==> config.mk <==
export PLATFORM = sky130hd
export DESIGN_NAME = i2c_master_seq
export DESIGN_NICKNAME = d
export VERILOG_FILES = /design/src/rtl/i2c_pkg.sv /design/src/rtl/i2c_phase_timer.sv /design/src/rtl/i2c_master_seq.sv
export SDC_FILE = /design/constraint.sdc
export NUM_CORES = 1
export LEC_CHECK = 0
export CAP_MARGIN = 20
export CORE_ASPECT_RATIO = 1.5
export CORE_UTILIZATION = 40
export DETAILED_ROUTE_END_ITERATION = 8
export PLACE_DENSITY_LB_ADDON = 0.3
export SYNTH_ARGS = -nofsm -noshare
export SYNTH_HDL_FRONTEND = slang
export SYNTH_SLANG_ARGS = --single-unit
==> constraint.sdc <==
create_clock -name i_clk10MHz -period 2.28 [get_ports i_clk10MHz]
set_input_delay 0.684 -clock i_clk10MHz [delete_from_list [all_inputs] [get_ports i_clk10MHz]]
set_output_delay 0.684 -clock i_clk10MHz [all_outputs]
set_load 0.05 [all_outputs]
==> src/rtl/i2c_pkg.sv <==
// Shared I2C E2PROM definitions: phase codes, default phase lengths, ACK sample point
// and R/W polarity. Also used by the data-processing datapath.
package i2c_pkg;

  typedef enum logic [2:0] {
    ST_IDLE  = 3'b000,
    ST_START = 3'b001,
    ST_CHIP  = 3'b010,
    ST_REG   = 3'b011,
    ST_DSEND = 3'b100,
    ST_DRCV  = 3'b101,
    ST_STOP  = 3'b110
  } state_t;

  localparam int unsigned START_LEN_DEF  = 40;
  localparam int unsigned BYTE_LEN_DEF   = 225;
  localparam int unsigned STOP_LEN_DEF   = 40;
  localparam int unsigned ACK_SAMPLE_DEF = 221;

  localparam logic RW_READ  = 1'b1;
  localparam logic RW_WRITE = 1'b0;

endpackage

==> src/rtl/i2c_phase_timer.sv <==
// Per-phase clock timer: counts up from 0, clears on request, flags the last
// cycle of a phase of length i_len.
module i2c_phase_timer (
  input  logic       i_clk,
  input  logic       i_rst_n,
  input  logic       i_clr,
  input  logic [7:0] i_len,
  output logic [7:0] o_count,
  output logic       o_tc
);

  logic [7:0] r_count;

  always_ff @(posedge i_clk or negedge i_rst_n) begin
    if (!i_rst_n)   r_count <= '0;
    else if (i_clr) r_count <= '0;
    else            r_count <= r_count + 8'd1;
  end

  assign o_count = r_count;
  assign o_tc    = (r_count == i_len - 8'd1);

endmodule

==> src/rtl/i2c_master_seq.sv <==
// I2C E2PROM master sequencer: bus-phase FSM, byte counting, ACK checking.
// Optional NACK retry (up to 3 retries) when I2C_NACK_RETRY_EN is defined.
module i2c_master_seq
  import i2c_pkg::*;
#(
  parameter int START_LEN  = START_LEN_DEF,
  parameter int BYTE_LEN   = BYTE_LEN_DEF,
  parameter int STOP_LEN   = STOP_LEN_DEF,
  parameter int ACK_SAMPLE = ACK_SAMPLE_DEF
) (
  input  logic       i_clk10MHz,
  input  logic       i_RST_n,
  input  logic       i_Enable,
  input  logic       i_R_W,
  input  logic [7:0] i_Data_Num,
  input  logic       i_SDA_In,
  output logic [2:0] o_Current_State,
  output logic [7:0] o_Clock_Timer,
  output logic       o_Read_Setting_Flag,
  output logic       o_Busy,
  output logic       o_Data_Req,
  output logic       o_Byte_Done,
  output logic       o_Done,
  output logic       o_Err
);

  state_t     r_state, w_next;
  logic       r_rw, r_flag, r_nack, r_fail;
  logic [7:0] r_num, r_cnt;
  logic       r_data_req, r_byte_done, r_done, r_err;
  logic [7:0] w_len, w_timer;
  logic       w_tc, w_clr, w_accept, w_last, w_ack_chk, w_retry_ok;
  logic       w_pre_end, w_data_req, w_byte_done;

  i2c_phase_timer u_timer (
    .i_clk   (i_clk10MHz),
    .i_rst_n (i_RST_n),
    .i_clr   (w_clr),
    .i_len   (w_len),
    .o_count (w_timer),
    .o_tc    (w_tc)
  );

  assign w_accept  = (r_state == ST_IDLE) && i_Enable;
  assign w_last    = (r_cnt + 8'd1 == r_num);
  assign w_ack_chk = (r_state == ST_CHIP) || (r_state == ST_REG) || (r_state == ST_DSEND);
  // Timer restarts at every phase boundary, including back-to-back byte phases.
  assign w_clr     = (r_state == ST_IDLE) || w_tc;
  // Pulses are registered one cycle early so they appear while the timer reads BYTE_LEN-1.
  assign w_pre_end = (w_timer == 8'(BYTE_LEN - 2));

`ifdef I2C_NACK_RETRY_EN
  logic [1:0] r_retry;
  always_ff @(posedge i_clk10MHz or negedge i_RST_n) begin
    if (!i_RST_n)  r_retry <= '0;
    else if (w_accept) r_retry <= '0;
    else if (r_state == ST_STOP && w_tc && r_fail && w_next == ST_START)
      r_retry <= r_retry + 2'd1;
  end
  assign w_retry_ok = (r_retry != 2'd3);
`else
  assign w_retry_ok = 1'b0;
`endif

  always_comb begin
    w_next      = r_state;
    w_len       = 8'(BYTE_LEN);
    w_data_req  = 1'b0;
    w_byte_done = 1'b0;
    case (r_state)
      ST_IDLE: begin
        w_len = 8'(START_LEN);
        if (i_Enable) w_next = ST_START;
      end
      ST_START: begin
        w_len = 8'(START_LEN);
        if (w_tc) w_next = ST_CHIP;
      end
      ST_CHIP: if (w_tc) w_next = r_nack ? ST_STOP : (r_flag ? ST_DRCV : ST_REG);
      ST_REG: begin
        w_data_req = w_pre_end && !r_nack && (r_rw == RW_WRITE);
        if (w_tc) w_next = r_nack ? ST_STOP : ((r_rw == RW_READ) ? ST_START : ST_DSEND);
      end
      ST_DSEND: begin
        w_data_req  = w_pre_end && !r_nack && !w_last;
        w_byte_done = w_pre_end;
        if (w_tc) w_next = (r_nack || w_last) ? ST_STOP : ST_DSEND;
      end
      ST_DRCV: begin
        w_byte_done = w_pre_end;
        if (w_tc) w_next = w_last ? ST_STOP : ST_DRCV;
      end
      ST_STOP: begin
        w_len = 8'(STOP_LEN);
        if (w_tc) w_next = (r_fail && w_retry_ok) ? ST_START : ST_IDLE;
      end
      default: w_next = ST_IDLE;
    endcase
  end

  always_ff @(posedge i_clk10MHz or negedge i_RST_n) begin
    if (!i_RST_n) begin
      r_state     <= ST_IDLE;
      r_rw        <= 1'b0;
      r_num       <= '0;
      r_cnt       <= '0;
      r_flag      <= 1'b0;
      r_nack      <= 1'b0;
      r_fail      <= 1'b0;
      r_data_req  <= 1'b0;
      r_byte_done <= 1'b0;
      r_done      <= 1'b0;
      r_err       <= 1'b0;
    end else begin
      r_state     <= w_next;
      r_data_req  <= w_data_req;
      r_byte_done <= w_byte_done;
      r_done      <= 1'b0;
      if (w_accept) begin
        r_rw   <= i_R_W;
        r_num  <= (i_Data_Num == 8'd0) ? 8'd1 : i_Data_Num;
        r_cnt  <= '0;
        r_flag <= 1'b0;
        r_nack <= 1'b0;
        r_fail <= 1'b0;
        r_err  <= 1'b0;
      end else begin
        if (w_ack_chk && w_timer == 8'(ACK_SAMPLE)) r_nack <= i_SDA_In;
        else if (w_tc)                             r_nack <= 1'b0;
        if (w_tc && (r_state == ST_DSEND || r_state == ST_DRCV)) r_cnt <= r_cnt + 8'd1;
        if (w_tc && w_ack_chk && r_nack) r_fail <= 1'b1;
        if (w_tc && r_state == ST_REG && w_next == ST_START) r_flag <= 1'b1;
        if (r_state == ST_STOP && w_tc) begin
          if (!r_fail) r_done <= 1'b1;
          else if (w_next == ST_START) begin
            r_cnt  <= '0;
            r_flag <= 1'b0;
            r_fail <= 1'b0;
          end else r_err <= 1'b1;
        end
        if (w_next == ST_IDLE) r_flag <= 1'b0;
      end
    end
  end

  assign o_Current_State     = r_state;
  assign o_Clock_Timer       = w_timer;
  assign o_Read_Setting_Flag = r_flag;
  assign o_Busy              = (r_state != ST_IDLE);
  assign o_Data_Req          = r_data_req;
  assign o_Byte_Done         = r_byte_done;
  assign o_Done              = r_done;
  assign o_Err               = r_err;

endmodule

==> results of run 1 <==
[routing by layer]
layer / GRT usage / wire length (µm) / vias to the layer above
li1: - / - / 773
met3: 0.0388 / 129 / 11
met2: 0.331 / 2390 / 35
met1: 0.201 / 1730 / 772
met5: 0 / 0 / -
met4: 0.104 / 123 / 0
[synth_stat cells (2+ instances only)]
cell type	n
a211oi_1	3
a21oi_1	9
a31oi_1	2
a41oi_1	2
and2_1	2
and3_1	5
clkbuf_1	6
dfrtp_1	35
ha_1	3
inv_1	8
mux2_2	8
mux2i_1	2
nand2_1	8
nand2b_1	3
nand3_1	10
nand4_1	3
nor2_1	28
nor2b_1	5
nor3_1	5
nor3b_1	2
nor4_1	2
o21ai_0	6
or2_2	2
xnor2_1	9
xor2_1	14
[cells by family after synthesis]
| group | Yosys count | synth area share |
|---|---|---|
| buffers and inverters | 16 | 0.0320 |
| XOR/XNOR | 23 | 0.105 |
| AND/OR/NAND/NOR | 84 | 0.226 |
| adder cells (fa/ha/maj) | 3 | 0.0196 |
| AO/OA/AOI/OAI | 29 | 0.103 |
| multiplexers | 10 | 0.0574 |
| flip-flops | 35 | 0.457 |
[where the power goes]
part | leakage [µW] | switching, µW | internal (µW)
clock | 0.0000644 | 250 | 436
sequential | 0.000410 | 0 | 620
combinational | 0.000611 | 16.9 | 20.2
total | 0.00109 | 267 | 1080
[final timing paths]
check / from / endpoint / slack (ns) / cells past startpoint
min in group asynchronous: i_RST_n / o_Byte_Done / 0.80 / 2
setup reg to reg: o_Current_State[1] / r_cnt[5] / 0.06 / 6
hold reg to reg: r_fail / o_Done / 0.51 / 1
max in group asynchronous: i_RST_n / o_Current_State[0] / 1.14 / 2
hold / removal: r_fail / o_Done / 0.51 / 1
setup / recovery: u_timer.o_count[6] / o_Clock_Timer[6] / 0.04 / 1
[sequential cells by signal, summed over array words and instances (netlist names)]
signal,flops
r_num,8
u_timer.o_count,8
r_rw,1
o_Done,1
r_cnt,8
o_Read_Setting_Flag,1
r_nack,1
r_fail,1
o_Current_State,3
o_Data_Req,1
o_Err,1
o_Byte_Done,1
[repair_timing]
item                                    in CTS  in global routing
endpoints found under the setup margin       0                  4
hold endpoints to repair                     0                  0
resized for setup                            0                  1
hold buffers                                 0                  0
buffers inserted                             0                  2
[layout make-up]
class	count	area (µm²)	share of cell area
Clock buffer	5	68.8	0.0275
Clock inverter	3	67.6	0.0270
Inverter	8	30.0	0.0120
Multi-Input combinational cell	150	993	0.398
Sequential cell	35	883	0.354
Tap cell	64	80.1	0.0320
Timing Repair Buffer	41	375	0.150
[through the flow]
| step | total power (µW) | cells | hold slack (ns) |
|---|---|---|---|
| after global routing | 1380 | 306 | 0.521 |
| after detailed placement | 671 | 295 | 0.495 |
| final | 1340 | 306 | 0.511 |
| after global placement | 671 | 295 | 0.499 |
| after CTS | 1350 | 303 | 0.515 |
| after floorplan | 634 | 200 | 0.388 |
==> out/results.txt, run 1 <==
Status - complete, no violations
Vias in the first global route - 1540
Max-cap viol count - 0
Largest net degree at the start of global routing - 36
Diode count - 0
Hold crit path type - flop to flop
# rows - 30
Max Fclk - 446 MHz
Clock sink count - 35
Synth area leader - dfrtp_1
Distinct cells, synth - 43
CP max FO - 5
Global placement routability congestion - 0.859
Crit path kind - flop to primary output
Die height - 86.8 µm
Hold Fails Final Rpt - 0
CP Data Required Time - 1.60 ns
Cells after Synth - 200
Worst vdd ir - 397 µV
Tcrit/Tclk final - 0.983
Ys Warns - 0
CP Capture Type - primary output
Synth top area cells - dfrtp_1, xor2_1, nor2_1, mux2_2, xnor2_1
Ratio of cells with drive above 1 in the final layout - 0.194
CTS tree - done
Post-DP Area - 2330 µm²
Main flop type after synthesis - dfrtp_1
Clk Latency, worst-skew pair - 0.30 ns
CTS buffer count - 5
TritonRoute pass-1 iters - 4
Syn Nets - 216
Final Skew - 0.0103 ns
First-pass GRT wire length - 7070 µm
Yosys top cell area share - 0.457
Die area - 5080 µm²
Final Cell Area - 2500 µm²
DRT Wirelength - 4380 µm
Fin nets - 257
CTS max path bufs - 2
Mapped Area - 1920 µm²
Most common cell after layout, fill and taps aside - dfrtp_1
Register bit total from synthesis - 35
Clock Tree Root - clkbuf_8
Post-DP HPWL - 3090 µm
Fillers - 455
Fin crit period - 2.24 ns
DP Worst Slack - 0.0359 ns
Worst setup margin - 0.0391 ns
CP delay by family, top - buffers and inverters
H-tree levels - 2
I/O Pins - 30
Die Wd - 58.5 µm
Clock slew at reported path FFs - 0.08 ns
Post-route ant nets - 0
Fin. max-slew vios - 0
DR WL/cell - 14.3 µm
DRC viols - 0
Util after Layout - 0.546
Seq/Total Area, Yosys - 0.457
P_leak - 0.00109 µW
Arrival @ worst endpoint - 1.56 ns
Area Growth Syn to Fin - 30.4%
Vias - 1591
PD cells - 538 nW/µm²
Aggregate global-route resource usage - 0.186
Post-synth EDFFs - 0
Crit-path cells - clkdlybuf4s50_1
CORE AREA - 4580 µm²
Vias per inst - 5.20
Max stage delay cell, worst path - clkdlybuf4s50_1
Max stage delay on crit path - 0.83 ns
Slew headroom - 0.660
Synth async-reset ratio - 1.00
Least-Margin Pin Slew - 0.508 ns
Avg Synthesized Cell Area - 9.58 µm²
Setup TNS - 0 ns
Most frequent cells in the layout - dfrtp_1, nor2_1, clkdlybuf4s50_1
Worst setup SP type - flop
Endpoints failing setup - 0
Global route overflow - 0
Violation count after the first detailed-route iteration - 39
Buffers & Inverters on Critical Path - 1
Port Buffers - 29
Antenna violations before repair - 0
Initial Utilization - 0.419
Note: power is estimated with default switching activity, not from simulation.
==> inputs of run 2 (changes only) <==
Settings changed: CORE_ASPECT_RATIO 1.5 to default, HOLD_SLACK_MARGIN from default to 0.12.
==> run 2 against run 1 <==
Total power down 7.3%; critical path depth up 5; clock power down 14%; the flow now finishes with violations (design-rule violations); routed wire length down 6.1%.
==> out/results.txt, run 2 (synthesis gave the netlist of run 1 again) <==
Clock sink count - 35 (unchanged)
Most frequent cells in the layout - dfrtp_1, nor2_1, clkdlybuf4s50_1
First-pass GRT wire length - 7080 µm (about the same)
Clock slew at reported path FFs - 0.07 ns (about the same)
CTS buffer count - 5 (unchanged)
Status - complete, but fails checks
Die height - 71.2 µm (-18%)
Vias in the first global route - 1510 (-1.9%)
CP Data Required Time - 2.50 ns (+0.90 ns)
CP max FO - 7 (+2)
Worst setup margin - 0.0532 ns (+0.0141 ns)
CORE AREA - 4470 µm² (-2.3%)
Clk Latency, worst-skew pair - 0.29 ns (about the same)
CTS max path bufs - 2 (unchanged)
Max Fclk - 449 MHz (+0.63%)
Port Buffers - 29 (unchanged)
Global placement routability congestion - 0.859 (unchanged)
Slew headroom - 0.662 (+0.00191)
Worst vdd ir - 388 µV (-2.2%)
Ratio of cells with drive above 1 in the final layout - 0.199 (+0.00496)
Tcrit/Tclk final - 0.977 (-0.00618)
Diode count - 0 (unchanged)
Initial Utilization - 0.428 (+0.00983)
Arrival @ worst endpoint - 2.44 ns (+0.88 ns)
Util after Layout - 0.549 (+0.00387)
Global route overflow - 0 (unchanged)
P_leak - 0.00108 µW (about the same)
H-tree levels - 2 (unchanged)
Hold Fails Final Rpt - 0 (unchanged)
DRT Wirelength - 4110 µm (-6.1%)
CP delay by family, top - simple AND/OR/NAND/NOR gates
Least-Margin Pin Slew - 0.505 ns (-0.00286 ns)
Violation count after the first detailed-route iteration - 77 (+97%)
Endpoints failing setup - 0 (unchanged)
Vias per inst - 5.28 (+1.5%)
Worst setup SP type - flop
Antenna violations before repair - 0 (unchanged)
I/O Pins - 30 (unchanged)
DP Worst Slack - 0.0458 ns (+0.00990 ns)
Max stage delay on crit path - 0.52 ns (-0.31 ns)
PD cells - 507 nW/µm² (-5.8%)
Max-cap viol count - 0 (unchanged)
Clock Tree Root - clkbuf_8
Buffers & Inverters on Critical Path - 0 (-1)
Crit-path cells - or2_1 > a2111o_1 > a21oi_4 > nand2_4 > or4_1 > a21oi_1
CTS tree - done
Post-DP HPWL - 3040 µm (-1.5%)
DR WL/cell - 14.0 µm (-1.9%)
Post-route ant nets - 0 (unchanged)
Die Wd - 71.2 µm (+22%)
Max stage delay cell, worst path - or4_1
Total power - 1250 µW (-7.3%)
# rows - 24 (-20%)
Crit path kind - flop to flop
Fin crit period - 2.23 ns (-0.0141 ns)
Vias - 1546 (-2.8%)
Unrepaired setup endpoints after global routing - true
Failing checks - design-rule violations
TritonRoute pass-1 iters - 6 (+2)
Fin nets - 256 (-0.39%)
Fin. max-slew vios - 0 (unchanged)
Post-CTS Repair Setup Buffers - 0 (unchanged)
Most common cell after layout, fill and taps aside - dfrtp_1
Largest net degree at the start of global routing - 36 (unchanged)
DRC viols - 1 (+1)
Aggregate global-route resource usage - 0.181 (-0.00567)
Post-CTS Hold Buffers - 0 (unchanged)
Hold crit path type - flop to flop
Die area - 5070 µm² (-0.11%)
CP Capture Type - flop
Fillers - 426 (-6.4%)
Final Skew - 0.00676 ns (-0.00351 ns)
Area Growth Syn to Fin - 28.3%
==> run 2: changes by cell type in the layout (fill, tap and decap cells not counted) <==
cell	change
nor3_2	+2
clkinvlp_4	-1
bufinv_16	-1
a211oi_2	-1
a21oi_2	-1
buf_4	+1
clkinv_2	+1
clkbuf_8	+1
a211oi_1	+1
nor3_1	-2
clkdlybuf4s50_1	-1
==> run 2: worst paths after layout <==
check	to	cells past startpoint	start	slack (ns)
setup / recovery	r_cnt[5]	6	o_Current_State[1]	0.05
hold / removal	o_Done	1	r_fail	0.50
setup reg to reg	r_cnt[5]	6	o_Current_State[1]	0.05
hold reg to reg	o_Done	1	r_fail	0.50
max in group asynchronous	o_Current_State[2]	2	i_RST_n	1.15
min in group asynchronous	r_num[3]	2	i_RST_n	0.79
==> run 2: where the power goes <==
group | internal [µW] | total (µW) | switching, µW
sequential | 620 | 620 | 0
combinational | 20.1 | 36.8 | 16.7
clock | 354 | 589 | 235
==> run 2: metal layers <==
layer	track usage	part of all wire
met3	0.0267	0.029
met1	0.262	0.51
met2	0.262	0.44
met4	0.0933	0.021
met5	0	0
==> run 2: layout make-up <==
class,instances,area (µm²),area share
Inverter,8,30.0,0.0122
Tap cell,52,65.1,0.0265
Timing Repair Buffer,41,373,0.152
Clock inverter,2,35.0,0.0142
Sequential cell,35,883,0.359
Clock buffer,6,82.6,0.0336
Multi-Input combinational cell,149,990,0.403
==> run 2: worst register-to-register path: stages (launching register included) <==
cell and delay, ns:
dfrtp_2 0.44, or2_1 0.25, a2111o_1 0.44, a21oi_4 0.26
nand2_4 0.11, or4_1 0.52, a21oi_1 0.15
==> run 2: repair_timing <==
action / 4_1_cts / 5_1_grt
endpoints found under the setup margin: 0 / 2
resized for setup: 0 / 2
hold endpoints to repair: 0 / 0
==> run 2: metrics by stage <==
step	TNS (ns)	hold slack (ns)	instance area, µm²	instances
3_5_place_dp	0	0.503	2330	285
6_report	0	0.497	2460	293
5_1_grt	-0.0237	0.529	2460	293
4_1_cts	0	0.508	2450	293
3_3_place_gp	0	0.497	2330	285
2_1_floorplan	0	0.388	1920	200
